[src/rtl/count_bank_pkg.sv]
// Shared types and mode constants for the count_bank counter bank.
package count_bank_pkg;

    typedef struct packed {
        logic saturate;
        logic down;
    } mode_t;

    typedef enum logic [1:0] {
        IDLE,
        RUN,
        HOLD
    } ch_state_t;

    localparam mode_t MODE_UP_WRAP   = '{saturate: 1'b0, down: 1'b0};
    localparam mode_t MODE_DOWN_WRAP = '{saturate: 1'b0, down: 1'b1};
    localparam mode_t MODE_UP_SAT    = '{saturate: 1'b1, down: 1'b0};
    localparam mode_t MODE_DOWN_SAT  = '{saturate: 1'b1, down: 1'b1};

endpackage

[src/rtl/count_chan.sv]
// One counter channel: shadow/active config, IDLE/RUN/HOLD FSM, counter, tc and sticky done.
module count_chan
    import count_bank_pkg::*;
#(
    parameter int WIDTH = 32
) (
    input  logic             clk,
    input  logic             reset_l,
    input  logic             cfg_wr,
    input  logic [WIDTH-1:0] cfg_limit,
    input  mode_t            cfg_mode,
    input  logic             start,
    input  logic             en,
    input  logic             clear_done,
    output logic [WIDTH-1:0] count,
    output logic             tc,
    output logic             done,
    output logic             tc_next
);

    ch_state_t        state, state_n;
    logic [WIDTH-1:0] sh_limit, sh_limit_n, act_limit, act_limit_n;
    mode_t            sh_mode, sh_mode_n, act_mode, act_mode_n;
    logic [WIDTH-1:0] count_n, terminal, start_val, step;
    logic             done_n;

    assign terminal  = act_mode.down ? '0 : act_limit;
    assign start_val = act_mode.down ? act_limit : '0;
    assign step      = act_mode.down ? count - WIDTH'(1) : count + WIDTH'(1);

    // A config write in the same cycle as start is picked up by that start.
    always_comb begin
        state_n     = state;
        count_n     = count;
        tc_next     = 1'b0;
        done_n      = done;
        sh_limit_n  = cfg_wr ? cfg_limit : sh_limit;
        sh_mode_n   = cfg_wr ? cfg_mode  : sh_mode;
        act_limit_n = act_limit;
        act_mode_n  = act_mode;
        if (start) begin
            act_limit_n = sh_limit_n;
            act_mode_n  = sh_mode_n;
            count_n     = sh_mode_n.down ? sh_limit_n : '0;
            if (sh_limit_n == '0) begin
                state_n = HOLD;
                tc_next = 1'b1;
            end else begin
                state_n = RUN;
            end
        end else if (state == RUN && en) begin
            if (count == terminal) begin
                count_n = start_val;
            end else begin
                count_n = step;
                if (step == terminal) begin
                    tc_next = 1'b1;
                    if (act_mode.saturate) state_n = HOLD;
                end
            end
        end
        if (tc_next)         done_n = 1'b1;
        else if (clear_done) done_n = 1'b0;
    end

    always_ff @(posedge clk or negedge reset_l) begin
        if (!reset_l) begin
            state     <= IDLE;
            count     <= '0;
            tc        <= 1'b0;
            done      <= 1'b0;
            sh_limit  <= '0;
            sh_mode   <= MODE_UP_WRAP;
            act_limit <= '0;
            act_mode  <= MODE_UP_WRAP;
        end else begin
            state     <= state_n;
            count     <= count_n;
            tc        <= tc_next;
            done      <= done_n;
            sh_limit  <= sh_limit_n;
            sh_mode   <= sh_mode_n;
            act_limit <= act_limit_n;
            act_mode  <= act_mode_n;
        end
    end

    always @(posedge clk) begin
        if (reset_l) begin
            assert (count <= act_limit);
            if (tc) assert (count == terminal);
        end
    end

    cover property (@(posedge clk) disable iff (!reset_l) tc && act_mode == MODE_UP_WRAP);
    cover property (@(posedge clk) disable iff (!reset_l) tc && act_mode == MODE_DOWN_WRAP);
    cover property (@(posedge clk) disable iff (!reset_l) tc && act_mode == MODE_UP_SAT);
    cover property (@(posedge clk) disable iff (!reset_l) tc && act_mode == MODE_DOWN_SAT);
    cover property (@(posedge clk) disable iff (!reset_l) !start && state == RUN && en && count == terminal);
    cover property (@(posedge clk) disable iff (!reset_l) start && state == RUN);
    cover property (@(posedge clk) disable iff (!reset_l) clear_done && tc_next);

endmodule

[src/rtl/count_bank.sv]
// Bank of NUM_CH counter channels with config decode, armed tracking and a finish request pulse.
module count_bank
    import count_bank_pkg::*;
#(
    parameter  int NUM_CH = 4,
    parameter  int WIDTH  = 32,
    localparam int CH_W   = (NUM_CH > 1) ? $clog2(NUM_CH) : 1
) (
    input  logic                    clk,
    input  logic                    reset_l,
    input  logic                    cfg_wr_en,
    input  logic [CH_W-1:0]         cfg_ch,
    input  logic [WIDTH-1:0]        cfg_limit,
    input  logic [1:0]              cfg_mode,
    input  logic [NUM_CH-1:0]       start,
    input  logic [NUM_CH-1:0]       en,
    input  logic [NUM_CH-1:0]       clear_done,
    output logic [NUM_CH*WIDTH-1:0] count_o,
    output logic [NUM_CH-1:0]       tc_o,
    output logic [NUM_CH-1:0]       done_o,
    output logic [NUM_CH-1:0]       armed_o,
    output logic                    finish_req_o
);

    logic [NUM_CH-1:0] tc_next;
    logic [NUM_CH-1:0] armed_n;
    logic              all_done, all_done_q, finish_prev;

    for (genvar i = 0; i < NUM_CH; i++) begin : g_ch
        count_chan #(.WIDTH(WIDTH)) u_chan (
            .clk        (clk),
            .reset_l    (reset_l),
            .cfg_wr     (cfg_wr_en && (cfg_ch == CH_W'(i))),
            .cfg_limit  (cfg_limit),
            .cfg_mode   (mode_t'(cfg_mode)),
            .start      (start[i]),
            .en         (en[i]),
            .clear_done (clear_done[i]),
            .count      (count_o[i*WIDTH +: WIDTH]),
            .tc         (tc_o[i]),
            .done       (done_o[i]),
            .tc_next    (tc_next[i])
        );
    end

    // A terminal count landing on the same edge as clear_done keeps the channel armed.
    assign armed_n  = start | (armed_o & ~(clear_done & ~tc_next));
    assign all_done = (armed_o != '0) && ((armed_o & ~done_o) == '0);

    always_ff @(posedge clk or negedge reset_l) begin
        if (!reset_l) begin
            armed_o      <= '0;
            all_done_q   <= 1'b0;
            finish_req_o <= 1'b0;
            finish_prev  <= 1'b0;
        end else begin
            armed_o      <= armed_n;
            all_done_q   <= all_done;
            finish_req_o <= all_done && !all_done_q;
            finish_prev  <= finish_req_o;
        end
    end

    always @(posedge clk) begin
        if (reset_l) assert (!(finish_req_o && finish_prev));
    end

endmodule

[config.mk]
export PLATFORM = sky130hd
export DESIGN_NAME = count_bank
export DESIGN_NICKNAME = d
export VERILOG_FILES = /design/src/rtl/count_bank_pkg.sv /design/src/rtl/count_chan.sv /design/src/rtl/count_bank.sv
export SDC_FILE = /design/constraint.sdc
export NUM_CORES = 1
export LEC_CHECK = 0
export ABC_CLOCK_PERIOD_IN_PS = 6250
export BUFFER_PORTS_ARGS = -buffer_cell sky130_fd_sc_hd__buf_2
export CAP_MARGIN = 5
export CORE_ASPECT_RATIO = 1.4
export CORE_MARGIN = 2
export CORE_UTILIZATION = 25
export DETAILED_ROUTE_END_ITERATION = 7
export SYNTH_ARGS = -nofsm -noshare
export SYNTH_HDL_FRONTEND = slang
export SYNTH_HIERARCHICAL = 1
export SYNTH_SLANG_ARGS = --single-unit
[constraint.sdc]
create_clock -name clk -period 6.25 [get_ports clk]
set_clock_uncertainty 0.2 [all_clocks]
set_input_delay 0.3125 -clock clk [delete_from_list [all_inputs] [get_ports clk]]
set_output_delay 0.3125 -clock clk [all_outputs]
set_load 0.01 [all_outputs]
==> run metrics <==
Mapped Area 33100 um^2; Synth cell types about 110; leak pwr between 15 and 20 nW; CP cell instances buf_12 -> ha_1 -> a21oi_1 -> o21ai_0 -> or3_1 -> nor3_1 -> o21bai_1 -> xnor2_1 -> a21oi_1 -> or4_1 -> or4_1 -> o41a_1 -> nor2_1 -> nand2b_1 -> a21o_2; CP startpoint g_ch[1].u_chan/act_mode[0]$_DFFE_PN0P_; Hold Crit Class in2reg; RSZ-0062 raised after global routing no; largest net degree at the start of global routing between 150 and 200; placeable core region ~130000 um^2; startpoint types flop; area grow syn2layout 12.4%; CTS Sinks approximately 420; Row Count approximately 160; internal power 9.51 mW; CP required ~6600 ps; CTS Buf Count 47; synthesized flop and latch total around 420; final period utilization between 80% and 90%; layout cell share with drive strength beyond 1 between 10% and 20%; sequential-to-total area share from yosys stat a little under a third; worst setup path class reg2reg; Slew @ Worst Pin approximately 1300 ps; synth top area cells dfrtp_1 32%, mux2i_1 5.7%, nor2_1 5.6%; Max-slew headroom 16.3%; R2R cell count 15; all-layer global routing usage ~18%; Via density between 5 and 6; P per Cell Area 510 nW/um^2; setup TNS 0 ps; post-CTS sizing 0; # hold bufs at CTS 8; Starting Density roughly 25%; post-DR wirelength/cell roughly 22 um; vias in the first global route slightly below 30000; flop2flop setup slack 820 ps; RR Startpoint g_ch[1].u_chan/act_mode[0]$_DFFE_PN0P_; Post-synth EDFFs 0; Clk Latency, worst-skew pair between 600 and 700 ps; Syn Nets roughly 4200; CTS clk-pin slew, worst paths about 70 ps; H-Tree Depth 2; router iterations before antenna repair 5; CTS tree built; CP max-delay cell dfrtp_4; Total Die Area 136000 um^2; cell count after synthesis a little over 4000; fmax between 150 and 200 MHz; syn_area_per_cell just over 8 um^2; final net count 4244; Setup Buffers After CTS 0; Vias 30800; Syn. warnings 6; DRT antenna net count 0; Critical Path AT ~5800 ps; crit path to armed_o[1]$_DFF_PN0_; CTS Buffer Depth 3; Clock Power Share ~16%; Synth Flop Type dfrtp_1; sw frac about half; VDD IR max ~0.00023 V; WHS 46.3 ps; CTS root buffer clkbuf_16; Reg2Reg Capture Point armed_o[1]$_DFF_PN0_; initial antenna violation count 7; top cell type's share of synthesized area roughly a third; Max stage delay on crit path 760 ps; crit end category flop; DP Wirelength 96800 um; fin area between 30000 and 40000 um^2; Post-Place Cell Area 35600 um^2; GR Overflow Total 0; Ports ~190; PnR Total Power approximately 19 mW; Port Buffers approximately 190; Switch Pwr ~9.5 mW; sequential share of power 25.5%; Final Slew Violations 0; DRC errors left 0; violation count after the first detailed-routing iteration about 2500; post-synth top area cell dfrtp_1; hold violation count in the final report 0; status complete, no violations; Total Wirelength 126000 um; max-cap violations 0; RD Place Congestion ~0.9; critical path peak fanout 39; die height 435 um; Die Width 312 um; Comb power frac about three fifths; Final Setup Violations 0; Min Clock Period, post-route about 5400 ps; FFs w/ async S/R, synth between 90% and 100%; first-pass GRT wire length approximately 190000 um
[cell families after synthesis]
family / count (synthesis) / synth area share [%]
simple gates: 1382 / 19.7
compound gates: 1210 / 24.4
buf+inv: 492 / 5.87
flops: 422 / 31.9
xor+xnor: 234 / 6.95
mux: 210 / 6.42
fa+ha+maj: 124 / 4.77
[power groups by stage]
stage | clock (mW) | combinational, mW | sequential (mW)
2_1_floorplan | 0 | 8.08 | 4.29
3_5_place_dp | 0 | 11.1 | 4.88
6_report | 2.94 | 11.2 | 4.85
4_1_cts | 3.03 | 11.1 | 4.84
5_1_grt | 3.12 | 12.3 | 4.95
3_3_place_gp | 0 | 11.0 | 4.86
[cell usage after synthesis (all sizes together) (13+ instances only)]
cell,number
nand3,56
or2,16
clkbuf,232
nor2,496
a21o,49
xnor2,142
a21oi,343
o21ai,244
xor2,75
o32ai,60
nand2b,23
nor3b,17
and4,16
inv,189
nand2,378
o31ai,21
o21a,58
o22ai,21
mux2i,189
and3,33
a31oi,125
o22a,35
a211oi,34
nor3,103
nor2b,40
mux2,21
nor4b,20
or4,18
buf,67
dfrtp,422
xnor3,13
nor4,36
o211ai,28
o21bai,13
nand4,93
ha,120
o221ai,36
[metal layers]
layer | up-vias | share of wire [%] | wire [um] | global-route usage [%]
met2 | 847 | 49 | 61800 | 31.5
li1 | 14800 | - | - | -
met3 | 227 | 4.4 | 5540 | 2.17
met4 | 4 | 5.6 | 7140 | 9.38
met5 | - | 0.023 | 29 | 0
met1 | 14900 | 41 | 51800 | 21.5
[worst min-delay path by stage]
stage | cells past startpoint | endpoint | slack (ps) | from
after floorplan | 0 | all_done_q$_DFF_PN0_ | -180 | reset_l
after global placement | 1 | g_ch[1].u_chan/count[5]$_DFFE_PN0N_ | 170 | reset_l
after detailed placement | 1 | g_ch[1].u_chan/count[5]$_DFFE_PN0N_ | 190 | reset_l
after CTS | 2 | g_ch[2].u_chan/sh_mode[1]$_DFF_PN0_ | 10 | cfg_mode[1]
after global routing | 2 | g_ch[2].u_chan/sh_mode[1]$_DFF_PN0_ | 20 | cfg_mode[1]
final | 3 | g_ch[2].u_chan/sh_limit[27]$_DFF_PN0_ | 50 | cfg_limit[27]
[worst max-delay path: cells and delay by family, from the launching register on]
| kind | cells | cell delay, ps |
|---|---|---|
| AND/OR/NAND/NOR | 6 | 2020 |
| AO/OA/AOI/OAI | 6 | 1460 |
| flip-flops | 1 | 760 |
| adder cells (fa/ha/maj) | 1 | 370 |
| buffers and inverters | 1 | 280 |
| XOR/XNOR | 1 | 270 |
[flip-flops by register name, indices dropped and copies added (netlist names)]
| register | count |
|---|---|
| g_ch.u_chan/done | 4 |
| armed_o | 4 |
| finish_req_o | 1 |
| g_ch.u_chan/state | 8 |
| g_ch.u_chan/act_mode | 8 |
| g_ch.u_chan/tc | 4 |
| g_ch.u_chan/sh_limit | 128 |
| g_ch.u_chan/act_limit | 128 |
| g_ch.u_chan/count | 128 |
| all_done_q | 1 |
| g_ch.u_chan/sh_mode | 8 |
[final cells by class]
cell class,instances,area [um^2]
flip-flops and latches,422,10600
repair buffers,245,1450
clock inverters,24,273
well taps,1760,2200
multi-input cells,3160,20700
inverters,193,724
clock buffers,59,1320
diodes,1,2.50
fillers,14300,94800
[through the flow]
step                worst slack [ps]  std cells  util (%)
floorplan                       1320       4074         -
global placement                 883       5772      26.9
detailed placement               918       5772      26.9
CTS                              892       5863      28.2
global route                     568       5864      28.2
finish                           816       5864      28.2
[cells in the final DEF, fill, tap and decap left out, types with 18 or more instances in the layout]
cell / synthesis / layout
nand2_1: 376 / 375
o221ai_1: 35 / 35
clkbuf_16: 0 / 47
nor3_1: 101 / 101
a211oi_1: 30 / 30
inv_1: 188 / 188
ha_1: 120 / 120
nor4_1: 31 / 29
o21a_1: 56 / 56
o22ai_1: 21 / 21
o22a_1: 35 / 35
xor2_1: 75 / 75
nand3_1: 54 / 54
a31oi_1: 122 / 120
a21o_1: 46 / 46
o31ai_1: 18 / 18
nand4_1: 93 / 93
mux2i_1: 189 / 189
o21ai_0: 233 / 233
buf_2: 22 / 188
nand2b_1: 23 / 23
nor2_1: 495 / 493
nor2b_1: 40 / 40
and3_1: 33 / 32
a21oi_1: 335 / 335
o32ai_1: 60 / 60
buf_4: 6 / 44
nor4b_1: 20 / 20
mux2_2: 21 / 21
o211ai_1: 28 / 28
dfrtp_1: 422 / 418
xnor2_1: 140 / 140
Power figures use the tool's default switching activity.
